===== config.mk =====
export PLATFORM = sky130hd
export DESIGN_NAME = jtkunio_romarb
export DESIGN_NICKNAME = d
export VERILOG_FILES = /design/src/rtl/jtkunio_romarb.sv
export SDC_FILE = /design/constraint.sdc
export NUM_CORES = 1
export LEC_CHECK = 0
export ABC_AREA = 1
export CAP_MARGIN = 25
export CORE_UTILIZATION = 25
export DETAILED_ROUTE_END_ITERATION = 8
export PLACE_DENSITY = 0.44
export SLEW_MARGIN = 20
export SYNTH_ARGS = -nofsm -noshare
export SYNTH_HDL_FRONTEND = slang
export SYNTH_SLANG_ARGS = --single-unit

===== constraint.sdc =====
create_clock -name clk -period 2.7 [get_ports clk]
set_input_delay 0.54 -clock clk [delete_from_list [all_inputs] [get_ports clk]]
set_output_delay 0.54 -clock clk [all_outputs]
set_load 0.005 [all_outputs]

===== src/rtl/jtkunio_romarb.sv =====
// rtl/jtkunio_romarb.sv - three-way one-word ROM cache with round-robin SDRAM bank arbitration
module jtkunio_romarb #(
  parameter logic [21:0] MAIN_OFFSET = 22'h00_0000,
  parameter logic [21:0] SND_OFFSET  = 22'h00_8000,
  parameter logic [21:0] PCM_OFFSET  = 22'h00_C000
) (
  input  logic        clk,
  input  logic        rst_n,
  input  logic        downloading,
  input  logic        main_cs,
  input  logic [15:0] main_addr,
  output logic [7:0]  main_data,
  output logic        main_ok,
  input  logic        snd_cs,
  input  logic [14:0] snd_addr,
  output logic [7:0]  snd_data,
  output logic        snd_ok,
  input  logic        pcm_cs,
  input  logic [16:0] pcm_addr,
  output logic [7:0]  pcm_data,
  output logic        pcm_ok,
  output logic [21:0] ba_addr,
  output logic        ba_rd,
  input  logic        ba_ack,
  input  logic        ba_rdy,
  input  logic [15:0] data_read
);

  typedef enum logic [1:0] {ST_IDLE, ST_REQ, ST_WAIT} state_t;

  state_t      r_state, w_next;
  logic [1:0]  r_sel, r_ptr;
  logic [15:0] r_tag_f;
  logic        r_discard;
  logic [21:0] r_ba_addr;
  logic        r_ba_rd;
  logic [2:0]  r_valid;
  logic [14:0] r_tag_main;
  logic [13:0] r_tag_snd;
  logic [15:0] r_tag_pcm;
  logic [15:0] r_word_main, r_word_snd, r_word_pcm;

  logic [2:0]  w_miss;
  logic [1:0]  w_p1, w_p2, w_win;
  logic [15:0] w_tag;
  logic [21:0] w_off;
  logic        w_grant, w_accept, w_fill;

  assign main_ok = main_cs & r_valid[0] & (r_tag_main == main_addr[15:1]);
  assign snd_ok  = snd_cs  & r_valid[1] & (r_tag_snd  == snd_addr[14:1]);
  assign pcm_ok  = pcm_cs  & r_valid[2] & (r_tag_pcm  == pcm_addr[16:1]);

  assign main_data = main_addr[0] ? r_word_main[15:8] : r_word_main[7:0];
  assign snd_data  = snd_addr[0]  ? r_word_snd[15:8]  : r_word_snd[7:0];
  assign pcm_data  = pcm_addr[0]  ? r_word_pcm[15:8]  : r_word_pcm[7:0];

  assign w_miss = {pcm_cs & ~pcm_ok, snd_cs & ~snd_ok, main_cs & ~main_ok} & {3{~downloading}};

  assign ba_addr = r_ba_addr;
  assign ba_rd   = r_ba_rd;

  // Round-robin: first missing requester at or after r_ptr, wrapping mod 3
  always_comb begin
    w_p1  = (r_ptr == 2'd2) ? 2'd0 : r_ptr + 2'd1;
    w_p2  = (w_p1  == 2'd2) ? 2'd0 : w_p1  + 2'd1;
    w_win = w_miss[r_ptr] ? r_ptr : (w_miss[w_p1] ? w_p1 : w_p2);
    case (w_win)
      2'd0:    begin w_tag = {1'b0, main_addr[15:1]}; w_off = MAIN_OFFSET; end
      2'd1:    begin w_tag = {2'b0, snd_addr[14:1]};  w_off = SND_OFFSET;  end
      default: begin w_tag = pcm_addr[16:1];          w_off = PCM_OFFSET;  end
    endcase
  end

  always_comb begin
    w_next   = r_state;
    w_grant  = 1'b0;
    w_accept = 1'b0;
    w_fill   = 1'b0;
    case (r_state)
      ST_IDLE: if (|w_miss) begin w_grant = 1'b1; w_next = ST_REQ; end
      ST_REQ:  if (ba_ack)  begin w_accept = 1'b1; w_next = ST_WAIT; end
      ST_WAIT: if (ba_rdy)  begin w_fill = 1'b1; w_next = ST_IDLE; end
      default: w_next = ST_IDLE;
    endcase
  end

  always_ff @(posedge clk or negedge rst_n) begin
    if (!rst_n) r_state <= ST_IDLE;
    else        r_state <= w_next;
  end

  always_ff @(posedge clk or negedge rst_n) begin
    if (!rst_n) begin
      r_sel       <= 2'd0;
      r_ptr       <= 2'd0;
      r_tag_f     <= 16'd0;
      r_discard   <= 1'b0;
      r_ba_addr   <= 22'd0;
      r_ba_rd     <= 1'b0;
      r_valid     <= 3'b000;
      r_tag_main  <= 15'd0;
      r_tag_snd   <= 14'd0;
      r_tag_pcm   <= 16'd0;
      r_word_main <= 16'd0;
      r_word_snd  <= 16'd0;
      r_word_pcm  <= 16'd0;
    end else begin
      if (w_grant) begin
        r_sel     <= w_win;
        r_tag_f   <= w_tag;
        r_ba_addr <= w_off + {6'd0, w_tag};
        r_ba_rd   <= 1'b1;
        r_discard <= 1'b0;
      end
      if (w_accept) r_ba_rd <= 1'b0;
      // A download touching any part of a transaction poisons its data
      if (downloading && r_state != ST_IDLE) r_discard <= 1'b1;
      if (w_fill) begin
        r_ptr <= (r_sel == 2'd2) ? 2'd0 : r_sel + 2'd1;
        case (r_sel)
          2'd0:    begin r_word_main <= data_read; r_tag_main <= r_tag_f[14:0]; end
          2'd1:    begin r_word_snd  <= data_read; r_tag_snd  <= r_tag_f[13:0]; end
          default: begin r_word_pcm  <= data_read; r_tag_pcm  <= r_tag_f;       end
        endcase
      end
      if (downloading) r_valid <= 3'b000;
      else if (w_fill && !r_discard) begin
        case (r_sel)
          2'd0:    r_valid[0] <= 1'b1;
          2'd1:    r_valid[1] <= 1'b1;
          default: r_valid[2] <= 1'b1;
        endcase
      end
    end
  end

endmodule

# Word-level counts from Yosys, hierarchy flattened
# Cells that the tools add are included.
[totals]
regBits = 142
input_bits = 72
output_inout_bits = 50
[op_classes]
n_addsub = 4
n_lt_le_gt_ge = 2
eq_ne = 14
muxes = 33
bitwise = 15
n_reduce_logical = 21
[op_table]
columns = ["operator", "count"]
rows = [
  ["case mux 16 bit (2 select lines)", 2],
  ["2-to-1 mux 8 bit", 3],
  ["adder 22 x 16 -> 22 bit", 1],
  ["== test 16 bit", 1],
  ["2-to-1 mux 2 bit", 8],
  ["== test 15 bit", 1],
  ["2-to-1 mux 1 bit", 15],
  ["== test 14 bit", 1],
  ["AND reduction 2 bit", 6],
  ["nonzero test 2 bit", 6],
  ["AND 1 bit", 9],
  ["== test 2 bit (second input constant)", 4],
  ["adder 2 x 1 -> 2 bit (second input constant)", 3],
  ["== test 2 x 1 -> 1 bit (second input constant)", 3],
  ["logical NOT 2 bit", 3],
  ["< comparator 2 x 3 -> 1 bit (second input constant)", 2],
  ["2-to-1 mux 3 bit", 2],
  ["inequality test 2 bit (second input constant)", 3],
  ["case mux 2 bit (3 select lines)", 1],
  ["NOT 1 bit", 5],
  ["binary-select mux 1 bit (select 2 bit)", 2],
  ["AND 3 bit", 1],
  ["AND reduction 3 bit", 1],
  ["OR reduction 3 bit", 1],
  ["other kinds (4)", 5],
]

# Logic depth before layout (Yosys ltp)
[depth]
ltp_word = 12
depth_mapped = 17
depth_no_buf = 16

# Least setup slack after synthesis
# No wires, ideal clock.
[synth_path]
kind = "input to register"
from = "in snd_addr[11]"
to = "reg r_ba_addr[15], in the netlist ba_addr[15]"
setup_ps = 116
arrival_time_ps = 1938
path_slack_ps = 645
path_stages = 16
path_buffers = 1
path_cell_list = "nand2_1 -> inv_1 -> nor2_1 -> nor2_1 -> nand2_1 -> nor2_1 -> nand2_1 -> nand3_1 -> nand2_2 -> inv_2 -> a21oi_4 -> buf_6 -> o21ai_0 -> ha_1 -> nand2_1 -> nand2_1"
[synth_via]
elab_chain_len = 12
elab_cells_between_ends = 19
classes_between = "add/sub: 1; eq/ne: 2; mux: 10; bitwise: 4; reduce/logical: 2"
[synth_lines]
columns = ["item", "line", "text"]
rows = [
  ["from (decl)", "15", "input logic [14:0] snd_addr,"],
  ["== test 14 bit", "50", "assign snd_ok = snd_cs & r_valid[1] & (r_tag_snd == snd_addr[14:1]);"],
  ["AND 1 bit", "50", ""],
  ["NOT 1 bit", "57", "assign w_miss = {pcm_cs & ~pcm_ok, snd_cs & ~snd_ok, main_cs & ~main_ok} & {3{~downloading}};"],
  ["AND 1 bit", "57", ""],
  ["AND 3 bit", "57", ""],
  ["binary-select mux 1 bit (select 2 bit)", "66", "w_win = w_miss[r_ptr] ? r_ptr : (w_miss[w_p1] ? w_p1 : w_p2);"],
  ["2-to-1 mux 1 bit (not written as such)", "66", ""],
  ["2-to-1 mux 2 bit (2 in a row)", "66", ""],
  ["== test 2 x 1 -> 1 bit / logical NOT 2 bit (equally long branches)", "67", "case (w_win)"],
  ["case mux 16 bit (2 select lines)", "67", ""],
  ["adder 22 x 16 -> 22 bit", "111", "r_ba_addr <= w_off + {6'd0, w_tag};"],
  ["to (signal assigned)", "111", ""],
  ["to (decl)", "35", "logic [21:0] r_ba_addr;"],
]
# Parallel ways exist; a longest one is shown, timed or not. The select of a mux whose other input is x is not followed.
# A chain may end at the register's enable or synchronous reset.

# Worst setup path after layout
[layout_path]
from = "in pcm_addr[14]"
to = "out pcm_ok"
[layout_via]
elab_chain_len = 2
[layout_lines]
columns = ["item", "line", "text"]
rows = [
  ["from (decl)", "19", "input logic [16:0] pcm_addr,"],
  ["== test 16 bit", "51", "assign pcm_ok = pcm_cs & r_valid[2] & (r_tag_pcm == pcm_addr[16:1]);"],
  ["AND 1 bit", "51", ""],
  ["to (decl)", "21", "output logic pcm_ok,"],
]
# No other way between the ends.

==> impl_metrics.csv <==
group,metric,value,unit
timing,period_needed,2.56,ns
drt,vias,6228,
setup_path,criticalPathCategory,"input port to output port",
cts,cts.sinks,123,
final_layout,antenna_cells,0,
status,failed_checks,"design-rule violations",
drt,viasPerCell,4.29,
setup_path,reg2regPathDepth,22,
yosys,synth_commonest_cells,"nand2_1 (322), inv_1 (136), dfrtp_1 (123)",
floorplan,ios,122,
final_layout,instances_no_fill,1451,
drt,first_pass_iters,7,
place,placedCellCount,1414,
yosys,netlist_area,0.00666,mm2
setup_path,cpMaxStageDelayCell,"clkdlybuf4s50_1",
timing,maxSlewViolCount,0,
drt,detail_route.wl_per_cell,15.6,um
floorplan,start_util,0.255,
place,dp_hpwl,17200,um
timing,fmax,390,MHz
setup_path,worstPathMaxFanout,2,
floorplan,coreArea,0.0261,mm2
setup_path,path_buf_inv,3,
floorplan,dieArea,0.0273,mm2
cts,clk_latency,0.44,ns
place,dpl-instance-area,0.00866,mm2
grt,overflow,0,
yosys,synth_top_area_frac,0.462,
cts,clkTransAtPathRegs,0.06,ns
setup_path,cp-end-kind,"output port",
cts,clockBufferDepth,2,
worst_hold_path,hold_class,"input port to async pin",
place,pre_cts_ws,-0.358,ns
place,globalplace.congestion,0.865,
yosys,synth_edf_count,0,
grt,grt_usage,0.175,
yosys,synth.avg_cell_area,7.20,um2
status,outcome,"complete, but fails checks",
drt,drtAntennaViolNets,0,
timing,timing.final.crit_share,0.949,
yosys,ys_seq_area_frac,0.462,
floorplan,fp-row-count,59,
setup_path,cp.depth,8,
timing,final.setup_skew,0.0158,ns
yosys,synthTopCellsByArea,"dfrtp_1 (46%), nand2_1 (18%), inv_1 (7.7%), o21ai_0 (7.5%), nor2_1 (3.7%)",
grt,antenna_found_initial,1,
cts,ctsRootBufferMaster,"clkbuf_16",
yosys,synthFlopType,"dfrtp_1",
timing,finalHoldViolCount,0,
setup_path,crit_top_cell,"nor4_1",
grt,grt_max_degree,52,
setup_path,cp.arrival,2.02,ns
floorplan,die_w,165,um
grt,grt_pass1_vias,6244,
grt,grt_pass1_wl,35200,um
drt,routed_wirelength,22600,um
setup_path,critPathMaxStageDelay,0.50,ns
setup_path,crit_chain,"clkdlybuf4s50_1, inv_1, nand2_1, nand4_1, nor4_1, nand3_1, nor4_1, clkbuf_2",
setup_path,crit_path_start_kind,"input port",
yosys,synth_cells,926,
drt,drc_errors,15,
floorplan,die_y,165,um
drt,drt_iter0_drc,318,
final_layout,num-nets-final,1176,
yosys,ys_warn_count,0,
yosys,yosysMostFrequentCell,"nand2_1",
timing,tns,0,ns
timing,rsz0062_at_grt,"true",
cts,htree_levels,4,
power_and_ir_drop,ir_worst_vdd,407,uV
cts,numCtsBuffers,17,
final_layout,final_area,0.00934,mm2
final_layout,fillers,2832,
yosys,yosys.area.top_type,"dfrtp_1",
final_layout,fin_util,0.357,
setup_path,cp_top_family,"simple AND/OR/NAND/NOR gates",
power_and_ir_drop,power_density,1010,mW/mm2
place,portBuffers,116,
timing,setup_viol,0,
yosys,synthArstFlopShare,1.00,
yosys,ys_ff_latch,123,
cts,cts_tree,"built",
power_and_ir_drop,p_leak,4.74,nW
final_layout,area_growth,40.2,%
flow_run,drv_cap,0,
setup_path,crit_required,2.16,ns
timing,fin_ws,0.137,ns
yosys,yosysUniqueCellTypes,36,
final_layout,layout-drive-gt1-share,0.147,
==> final timing paths <==
kind                       slack [ns]                   startpoint                           to
hold / removal                   0.04                        rst_n       r_tag_f[6]$_DFFE_PN0P_
setup / recovery                 0.14                 pcm_addr[14]                       pcm_ok
max in group asynchronous        1.92                        rst_n     r_tag_snd[2]$_DFFE_PN0P_
setup reg to reg                 0.20     r_tag_snd[5]$_DFFE_PN0P_      r_tag_f[10]$_DFFE_PN0P_
hold reg to reg                  0.47  r_word_main[15]$_DFFE_PN0P_  r_word_main[15]$_DFFE_PN0P_
min in group clk                 0.47  r_word_main[15]$_DFFE_PN0P_  r_word_main[15]$_DFFE_PN0P_
==> cell families (layout without fill, tap and decap cells) <==
group,count (synthesis),after routing,share of synthesized area
muxes,8,8,0.0135
other,1,5,0.000563
and+or+nand+nor,467,467,0.288
DFF,123,123,0.462
xor gates and xnor gates,3,3,0.00394
buffers and inverters,193,379,0.124
AOI/OAI and AO/OA,130,130,0.106
adders and majority gates,1,1,0.00188
==> area by class of cell <==
| class | count | area, um2 | area share |
|---|---|---|---|
| clock buffers | 17 | 425 | 0.0455 |
| clock inverters | 15 | 168 | 0.0179 |
| inverters | 144 | 541 | 0.0579 |
| multi-input cells | 614 | 2840 | 0.304 |
| flip-flops and latches | 123 | 3080 | 0.330 |
| well taps | 335 | 419 | 0.0449 |
| repair buffers | 203 | 1870 | 0.200 |
==> per-layer routing <==
layer,up-vias,part of all wire,wire (um),track usage
met5,-,0.00075,17,0
met4,2,0.013,294,0.0480
met3,19,0.036,812,0.0360
met2,117,0.47,10600,0.283
met1,2875,0.48,11000,0.234
li1,3215,-,-,-
==> state kept, by name (all words and copies together), names as in the netlist <==
register and count:
r_tag_f 16, r_tag_pcm 16, r_word_main 16, r_word_pcm 16, r_word_snd 16, r_tag_main 15
r_tag_snd 14, ba_addr 3, r_valid 3, r_ptr 2, r_sel 2, r_state 2
ba_rd 1, r_discard 1
==> power by group <==
part | internal [W] | leakage (nW) | switching (W) | total, W
combinational | 0.00172 | 2.98 | 0.00202 | 0.00374
clock | 0.00132 | 0.289 | 0.00104 | 0.00236
sequential | 0.00270 | 1.48 | 0.000595 | 0.00330
total | 0.00575 | 4.74 | 0.00365 | 0.00940
==> placed cells by master, fill, tap and decap left out, types with 5 or more instances in the layout <==
cell type / count
nand2_1: 318
inv_1: 135
dfrtp_1: 122
o21ai_0: 100
clkdlybuf4s50_1: 89
buf_4: 82
nor2_1: 64
nand3_1: 48
dlygate4sd2_1: 18
clkbuf_16: 17
a21oi_1: 12
nand4_1: 11
nand2_2: 10
inv_2: 9
mux2_2: 8
inv_8: 7
dlymetal6s2s_1: 7
nand3_2: 5
conb_1: 5
buf_12: 5
==> metrics by stage <==
stage | hold WS (ns) | power (W)
floorplan | 0.244 | 0.00534
global placement | 0.454 | 0.00705
detailed placement | 0.460 | 0.00705
CTS | 0.0373 | 0.00950
global route | 0.0450 | 0.0102
finish | 0.0367 | 0.00940
==> what timing repair did <==
action | 4_1_cts | 5_1_grt
hold buffers | 0 | 0
setup endpoints to repair | 3 | 17
resized for setup | 24 | 19
pin swaps | 4 | 7
buffers inserted | 5 | 0
Note: power is estimated with default switching activity, not from simulation.
